`src/rtl/cmp_sched.sv`:
```
// cmp_sched: round-robin scheduler that shares one multi-cycle integer
// comparator among NUM_REQ requesters. Each request is accepted through a
// valid/ready handshake and issued to the comparator. After the comparator's
// fixed latency, its result is returned to the requester as a one-cycle
// response pulse.
//
// Optional feature: define CMP_SCHED_EQ_BYPASS_EN to answer bitwise-equal
// operands directly with result 00, without using the comparator.
module cmp_sched #(
   parameter int unsigned NUM_REQ     = 4,
   parameter int unsigned WIDTH       = 32,
   parameter int unsigned CMP_LATENCY = 3
) (
   input  logic                       clk,
   input  logic                       reset,
   input  logic [NUM_REQ-1:0]         req_valid,
   output logic [NUM_REQ-1:0]         req_ready,
   input  logic [NUM_REQ*WIDTH-1:0]   req_a,
   input  logic [NUM_REQ*WIDTH-1:0]   req_b,
   output logic [NUM_REQ-1:0]         rsp_valid,
   output logic [1:0]                 rsp_result,
   output logic                       busy,
   output logic                       cmp_execute,
   output logic [WIDTH-1:0]           cmp_a,
   output logic [WIDTH-1:0]           cmp_b,
   input  logic [1:0]                 cmp_result
);

   localparam int unsigned ID_W  = (NUM_REQ > 1) ? $clog2(NUM_REQ) : 1;
   localparam int unsigned CNT_W = $clog2(CMP_LATENCY + 1);

   typedef enum logic [1:0] {
      ST_IDLE,
      ST_ISSUE,
      ST_WAIT,
      ST_DONE
   } state_t;

   state_t             state;
   logic [ID_W-1:0]    rr_ptr;
   logic [ID_W-1:0]    grant;
   logic [CNT_W-1:0]   wait_cnt;

   logic               win_found;
   logic [ID_W-1:0]    win_id;
   logic [ID_W-1:0]    idx;
   logic [WIDTH-1:0]   win_a;
   logic [WIDTH-1:0]   win_b;

   // Round-robin search: first valid requester starting at rr_ptr
   always_comb begin
      win_found = 1'b0;
      win_id    = '0;
      idx       = '0;
      for (int unsigned k = 0; k < NUM_REQ; k++) begin
         idx = ID_W'((32'(rr_ptr) + k) % NUM_REQ);
         if (!win_found && req_valid[idx]) begin
            win_found = 1'b1;
            win_id    = idx;
         end
      end
   end

   // Operand mux for the current winner
   always_comb begin
      win_a = '0;
      win_b = '0;
      for (int unsigned i = 0; i < NUM_REQ; i++) begin
         if (win_id == ID_W'(i)) begin
            win_a = req_a[i*WIDTH +: WIDTH];
            win_b = req_b[i*WIDTH +: WIDTH];
         end
      end
   end

   // Grant is offered only while idle; suppressed during reset so no handshake is lost
   assign req_ready = (state == ST_IDLE && win_found && !reset)
                      ? (NUM_REQ'(1) << win_id) : '0;

   // Scheduler FSM with registered comparator and response outputs
   always_ff @(posedge clk) begin
      if (reset) begin
         state       <= ST_IDLE;
         rr_ptr      <= '0;
         grant       <= '0;
         wait_cnt    <= '0;
         rsp_valid   <= '0;
         rsp_result  <= 2'b00;
         busy        <= 1'b0;
         cmp_execute <= 1'b0;
         cmp_a       <= '0;
         cmp_b       <= '0;
      end else begin
         case (state)
            ST_IDLE: begin
               if (win_found) begin
                  cmp_a <= win_a;
                  cmp_b <= win_b;
                  grant <= win_id;
                  busy  <= 1'b1;
`ifdef CMP_SCHED_EQ_BYPASS_EN
                  if (win_a == win_b) begin
                     rsp_result <= 2'b00;
                     rsp_valid  <= NUM_REQ'(1) << win_id;
                     state      <= ST_DONE;
                  end else begin
                     cmp_execute <= 1'b1;
                     state       <= ST_ISSUE;
                  end
`else
                  cmp_execute <= 1'b1;
                  state       <= ST_ISSUE;
`endif
               end
            end
            ST_ISSUE: begin
               cmp_execute <= 1'b0;
               wait_cnt    <= CNT_W'(CMP_LATENCY);
               state       <= ST_WAIT;
            end
            ST_WAIT: begin
               wait_cnt <= wait_cnt - CNT_W'(1);
               if (wait_cnt == CNT_W'(1)) begin
                  rsp_result <= cmp_result;
                  rsp_valid  <= NUM_REQ'(1) << grant;
                  state      <= ST_DONE;
               end
            end
            ST_DONE: begin
               rsp_valid <= '0;
               busy      <= 1'b0;
               rr_ptr    <= (grant == ID_W'(NUM_REQ - 1)) ? '0 : grant + ID_W'(1);
               state     <= ST_IDLE;
            end
            default: state <= ST_IDLE;
         endcase
      end
   end

endmodule

```
`config.mk`:
```
export PLATFORM = sky130hd
export DESIGN_NAME = cmp_sched
export DESIGN_NICKNAME = d
export VERILOG_FILES = /design/src/rtl/cmp_sched.sv
export SDC_FILE = /design/constraint.sdc
export NUM_CORES = 1
export LEC_CHECK = 0
export ABC_AREA = 1
export CELL_PAD_IN_SITES_DETAIL_PLACEMENT = 1
export CELL_PAD_IN_SITES_GLOBAL_PLACEMENT = 2
export CORE_MARGIN = 2
export CORE_UTILIZATION = 18
export CTS_BUF_LIST = sky130_fd_sc_hd__clkbuf_8
export CTS_CLUSTER_SIZE = 16
export DETAILED_ROUTE_END_ITERATION = 10
export MAX_ROUTING_LAYER = met4
export PLACE_DENSITY_LB_ADDON = 0.1
export SETUP_SLACK_MARGIN = 0.2
export SYNTH_ARGS = -nofsm -noshare
export SYNTH_HDL_FRONTEND = slang
export SYNTH_SLANG_ARGS = --single-unit
```
`constraint.sdc`:
```
create_clock -name clk -period 3.2 [get_ports clk]
set_input_delay 0.32 -clock clk [delete_from_list [all_inputs] [get_ports clk]]
set_output_delay 0.32 -clock clk [all_outputs]
set_load 0.02 [all_outputs]
```
* After elaboration in Yosys (flattened, before gate mapping) *
Cells that the tools add are included.

word-level totals
  word-level logic and storage cells = 87
  register bits = 80
  output and inout bits = 76

cells by class
  mux-type cells = 35
  add/subtract/negate cells = 5
  shift operators = 2
  equal/unequal tests = 10
  reduce and logical (&&, ||, !) cells = 21
  order comparisons = 4

operators by type and width
  kind                   number
  $mux W32               8
  $mux W2                7
  $lt A2 B3 Y1 const B   4
  $reduce_and A2 Y1      6
  $eq A2 B2 Y1 const B   5
  $mux W1                9
  $bmux W1 S2            4
  $mux W4                2
  $pmux W2 S4            1
  $pmux W4 S2            1
  $reduce_bool A2 Y1     4
  $shl A1 B2 Y4 const A  2
  $eq A2 B1 Y1 const B   3
  $logic_and A1 B1 Y1    5
  $add A2 B1 Y2 const B  2
  $add A2 B2 Y2 const B  2
  $logic_not A1 Y1       4
  $logic_not A2 Y1       2
  $ne A2 B2 Y1 const B   2
  $pmux W1 S2            2
  $pmux W2 S2            1
  $sub A2 B1 Y2 const B  1

* Logic depth before layout (Yosys ltp) *
  depth after elaboration = 17
  depth in mapped cells = 17

* Worst setup path before layout *
OpenSTA, ideal clock, no wires.

  path kind = reg2out
  start = register rr_ptr[0]
  end = output req_ready[1]
  path buffers = 3
  required time = 2.880 ns
  arrival = 2.045 ns
  slack = 0.835 ns
  cell stages (with the launch flop) = 15
  cell sequence = dfxtp_1 buf_4 nand2_2 nand3_2 nand2_2 inv_1 nand3_1 nor2_1 inv_1 nand2_1 inv_1 buf_4 buf_2 nand2_1 nor3_1

on the way
  longest elaborated chain between the ends = 15
  elaborated cells on any way between the ends = 29
  those cells by class = 3 x add/sub; 1 x shift; 17 x mux; 8 x reduce/logical

RTL lines
  what                                                    line  source
  start, declared                                         40    logic [ID_W-1:0] rr_ptr;
  start signal, assigned                                  132   rr_ptr <= (grant == ID_W'(NUM_REQ - 1)) ? '0 : grant + ID_W'(1);
  branches (longest 14 deep; another with $add A2 B1 Y2)  --
  $mux W4 *                                               78    ? (NUM_REQ'(1) << win_id) : '0;
  end, declared                                           17    output logic [NUM_REQ-1:0] req_ready,

Every way passes the cells marked *. The select of a mux whose other input is x is not followed.

* Worst setup path in the final report *
  start = register rr_ptr[0]
  end = output req_ready[0]

The elaborated chain is that of the path after synthesis.

==> out/qor.csv <==
metric;value;unit
min cycle time layout;2.717;ns
first-pass GRT wire length;37.91;mm
register bit total from synthesis;80;
cell repeated most along the worst path;nand2_1;
nets;1444;
RSZ-0062 raised after global routing;false;
P_sw;3819;µW
share of post-route cells with drive strength above 1;4.936;%
Routed wire per std cell;16.78;µm
Hold Buf Count CTS;0;
Mapped Nets;1130;
switch share;49.99;%
Initial Utilization;18.34;%
post-DP HPWL;19.76;mm
fin cells;1556;
total of max-cap violations;0;
Root Buffer;clkbuf_8;
Placement Rows;61;
internal power;3820;µW
IO buf count;339;
Slew Limit Fails;0;
top cell type's share of synthesized area;31.35;%
core area;0.02786;mm²
Pwr Density;840.4;mW/mm²
crit-path cells;buf_4, nand2_2, nand2_1, nand2_1, nand2_1, nand3_1, nor2_1, inv_1, nand2_1, clkinv_2, nand2_1, nor2_1, dlygate4sd2_1;
setup TNS;0;ns
largest area contributor in the netlist;dfxtp_1;
clock buffer depth;2;
synthesized area;0.005109;mm²
Die X;172.5;µm
DR iter-0 viols;209;
mean post-synth cell area;5.968;µm²
Ys Warns;0;
CTS tree;built;
GRT Residual Overflow;0;
CP Launch Type;flip-flop;
DR vias;6569;
normalized max-slew margin;43.35;%
placed cells;1537;
CTS clock-pin slew for the worst setup and hold paths;0.11;ns
Clock Power Share;10.9;%
initial antenna violation count;3;
DRC viols;0;
final worst path period share;84.91;%
Pleak;0.003800;µW
drt pass-1 iters;4;
Final Util;32.63;%
Yosys cell types;30;
Vias/cell;4.222;
required time of the critical path;2.88;ns
gpl congestion;0.7953;
Hold Path Class;flip-flop to flip-flop;
postcts setup bufs;0;
vias in the first global route;6696;
Setup Skew;0.01471;ns
final-report hold violation count;0;
critical path arrival;2.40;ns
Combinational Power Share;67.8;%
WS Path Type;flip-flop to primary output;
largest net degree at the start of global routing;103;
# H-tree levels;3;
register area share after synthesis;31.35;%
I/O pin total;340;
worst vdd ir;0.0005305;V
Worst-Margin Slew;0.8478;ns
Num Clock Sinks;80;
CTS buffer count;9;
die height;172.5;µm
status;completed;
clk_lat worst skew;0.39;ns
Total Wirelength;26.11;mm
filler cell count in the final layout;3491;
Worst path max stage delay;0.39;ns
P&R area growth vs syn;77.93;%
total global-route track usage;17.60;%
Fmax;368.1;MHz
CP Max Fanout;8;
Critical Path End Type;primary output;
largest cells by area after synthesis;dfxtp_1, nand2_1, o21ai_0;
Die ar.;0.02974;mm²
register share of total power;21.3;%
Crit-path slowest cell;dfxtp_2;
Mapped Cells;856;
Antenna Nets Post-Route;0;
final setup fails;0;
[cell families (layout without fill, tap and decap cells)]
group                      count (synthesis)  count (layout)  share of synthesized area, %
AOI/OAI and AO/OA                        165             165                         16.56
adders and majority gates                 10              10                         2.449
buffers and inverters                    117             436                         9.992
DFF                                       80              80                         31.35
other                                      0               3                             0
and+or+nand+nor                          484             484                         39.65
[metrics by stage]
stage,area (µm²),hold WS [ns],worst slack (ns),power [µW]
2_1_floorplan,5109,0.4376,0.8353,4734
3_3_place_gp,8885,0.4507,0.2839,6958
3_5_place_dp,8885,0.4532,0.2582,6993
4_1_cts,9081,0.4682,0.3804,7869
5_1_grt,9090,0.4893,0.2050,8456
6_report,9090,0.4635,0.4830,7639
[synthesized netlist by cell type]
cell type    n
ha_1        10
o211a_1      1
nor2_2       1
a21boi_2     1
a21oi_1     58
nor2_1      64
nor2_4       1
inv_1       58
clkbuf_1    17
nand3_2      2
buf_4        4
o211ai_1     2
inv_2        4
o21ai_1      9
buf_1        3
a31oi_1      1
buf_6        3
dfxtp_1     80
o31ai_1      1
nand3_1     75
nand2_4      2
or2_2        2
nand2_2      6
clkinv_1     1
nand4_1     16
o21ai_0     92
nor3_1       1
buf_2       27
nor2_8       1
nand2_1    313
[layout make-up]
| cell class | instances | area [µm²] | share of cell area, % |
|---|---|---|---|
| repair buffers | 357 | 3568 | 39.26 |
| flip-flops and latches | 80 | 1603 | 17.63 |
| multi-input cells | 659 | 2999 | 32.99 |
| clock buffers | 9 | 123.9 | 1.363 |
| diodes | 3 | 7.507 | 0.08259 |
| well taps | 378 | 473.0 | 5.203 |
| inverters | 63 | 237.7 | 2.615 |
| clock inverters | 7 | 77.57 | 0.8534 |
[cell usage in the layout, fill, tap and decap left out]
master           Yosys  layout
a21boi_2             1       1
a21oi_1             58      58
a31oi_1              1       1
buf_12               0       4
buf_2               27       1
buf_4                4      14
bufinv_16            0       1
clkbuf_8             0       9
clkdlybuf4s50_1      0     334
clkinv_1             1       1
clkinv_2             0       1
clkinvlp_4           0       4
dfxtp_1             80      79
dfxtp_2              0       1
diode_2              0       3
dlygate4sd2_1        0       4
ha_1                10      10
inv_1               58      57
inv_2                4       4
inv_6                0       2
nand2_1            313     313
nand2_2              6       6
nand2_4              2       2
nand3_1             75      75
nand3_2              2       2
nand4_1             16      16
nor2_1              64      63
nor2_2               1       2
nor2_4               1       1
nor2_8               1       1
nor3_1               1       1
o211a_1              1       1
o211ai_1             2       2
o21ai_0             92      92
o21ai_1              9       9
o31ai_1              1       1
or2_2                2       2
[registers in the layout, indices dropped and copies added, names as in the netlist]
signal,cells
rsp_valid,4
cmp_execute,1
rsp_result,2
cmp_b,32
wait_cnt,2
cmp_a,32
grant,2
rr_ptr,2
state,2
busy,1
[critical path: cells and delay by family (launching register included)]
| family | cells | cell delay, ns |
|---|---|---|
| buffers and inverters | 4 | 0.70 |
| DFF | 1 | 0.39 |
| and+or+nand+nor | 9 | 0.90 |
[path summary, 6_finish.rpt]
kind	startpoint	endpoint	slack, ns	cells after the start
hold / removal	rsp_valid[1]	rsp_valid[1]	0.46	2
hold reg to reg	rsp_valid[1]	rsp_valid[1]	0.46	2
setup / recovery	rr_ptr[0]	req_ready[0]	0.48	13
setup reg to reg	rr_ptr[0]	cmp_b[24]	0.69	14
[power by group through the flow]
stage	sequential (µW)	combinational, µW	clock, µW
5_1_grt	1690	5870	904
4_1_cts	1630	5360	876
3_3_place_gp	1630	5320	0
3_5_place_dp	1650	5350	0
6_report	1630	5180	830
2_1_floorplan	2070	2660	0
[what timing repair did]
action | in CTS | in global routing
gates resized for setup | 4 | 1
endpoints found under the setup margin | 4 | 4
pin swaps | 0 | 0
hold endpoints to repair | 0 | 0
[layer usage]
| layer | GRT usage, % | share of wire (%) | vias up |
|---|---|---|---|
| met1 | 19.34 | 40 | 2989 |
| met2 | 30.63 | 51 | 182 |
| met4 | 5.261 | 1.7 | 0 |
| met5 | - | 0 | - |
| met3 | 5.333 | 7.6 | 20 |
| li1 | - | - | 3378 |
(Power assumes the default switching activity.)
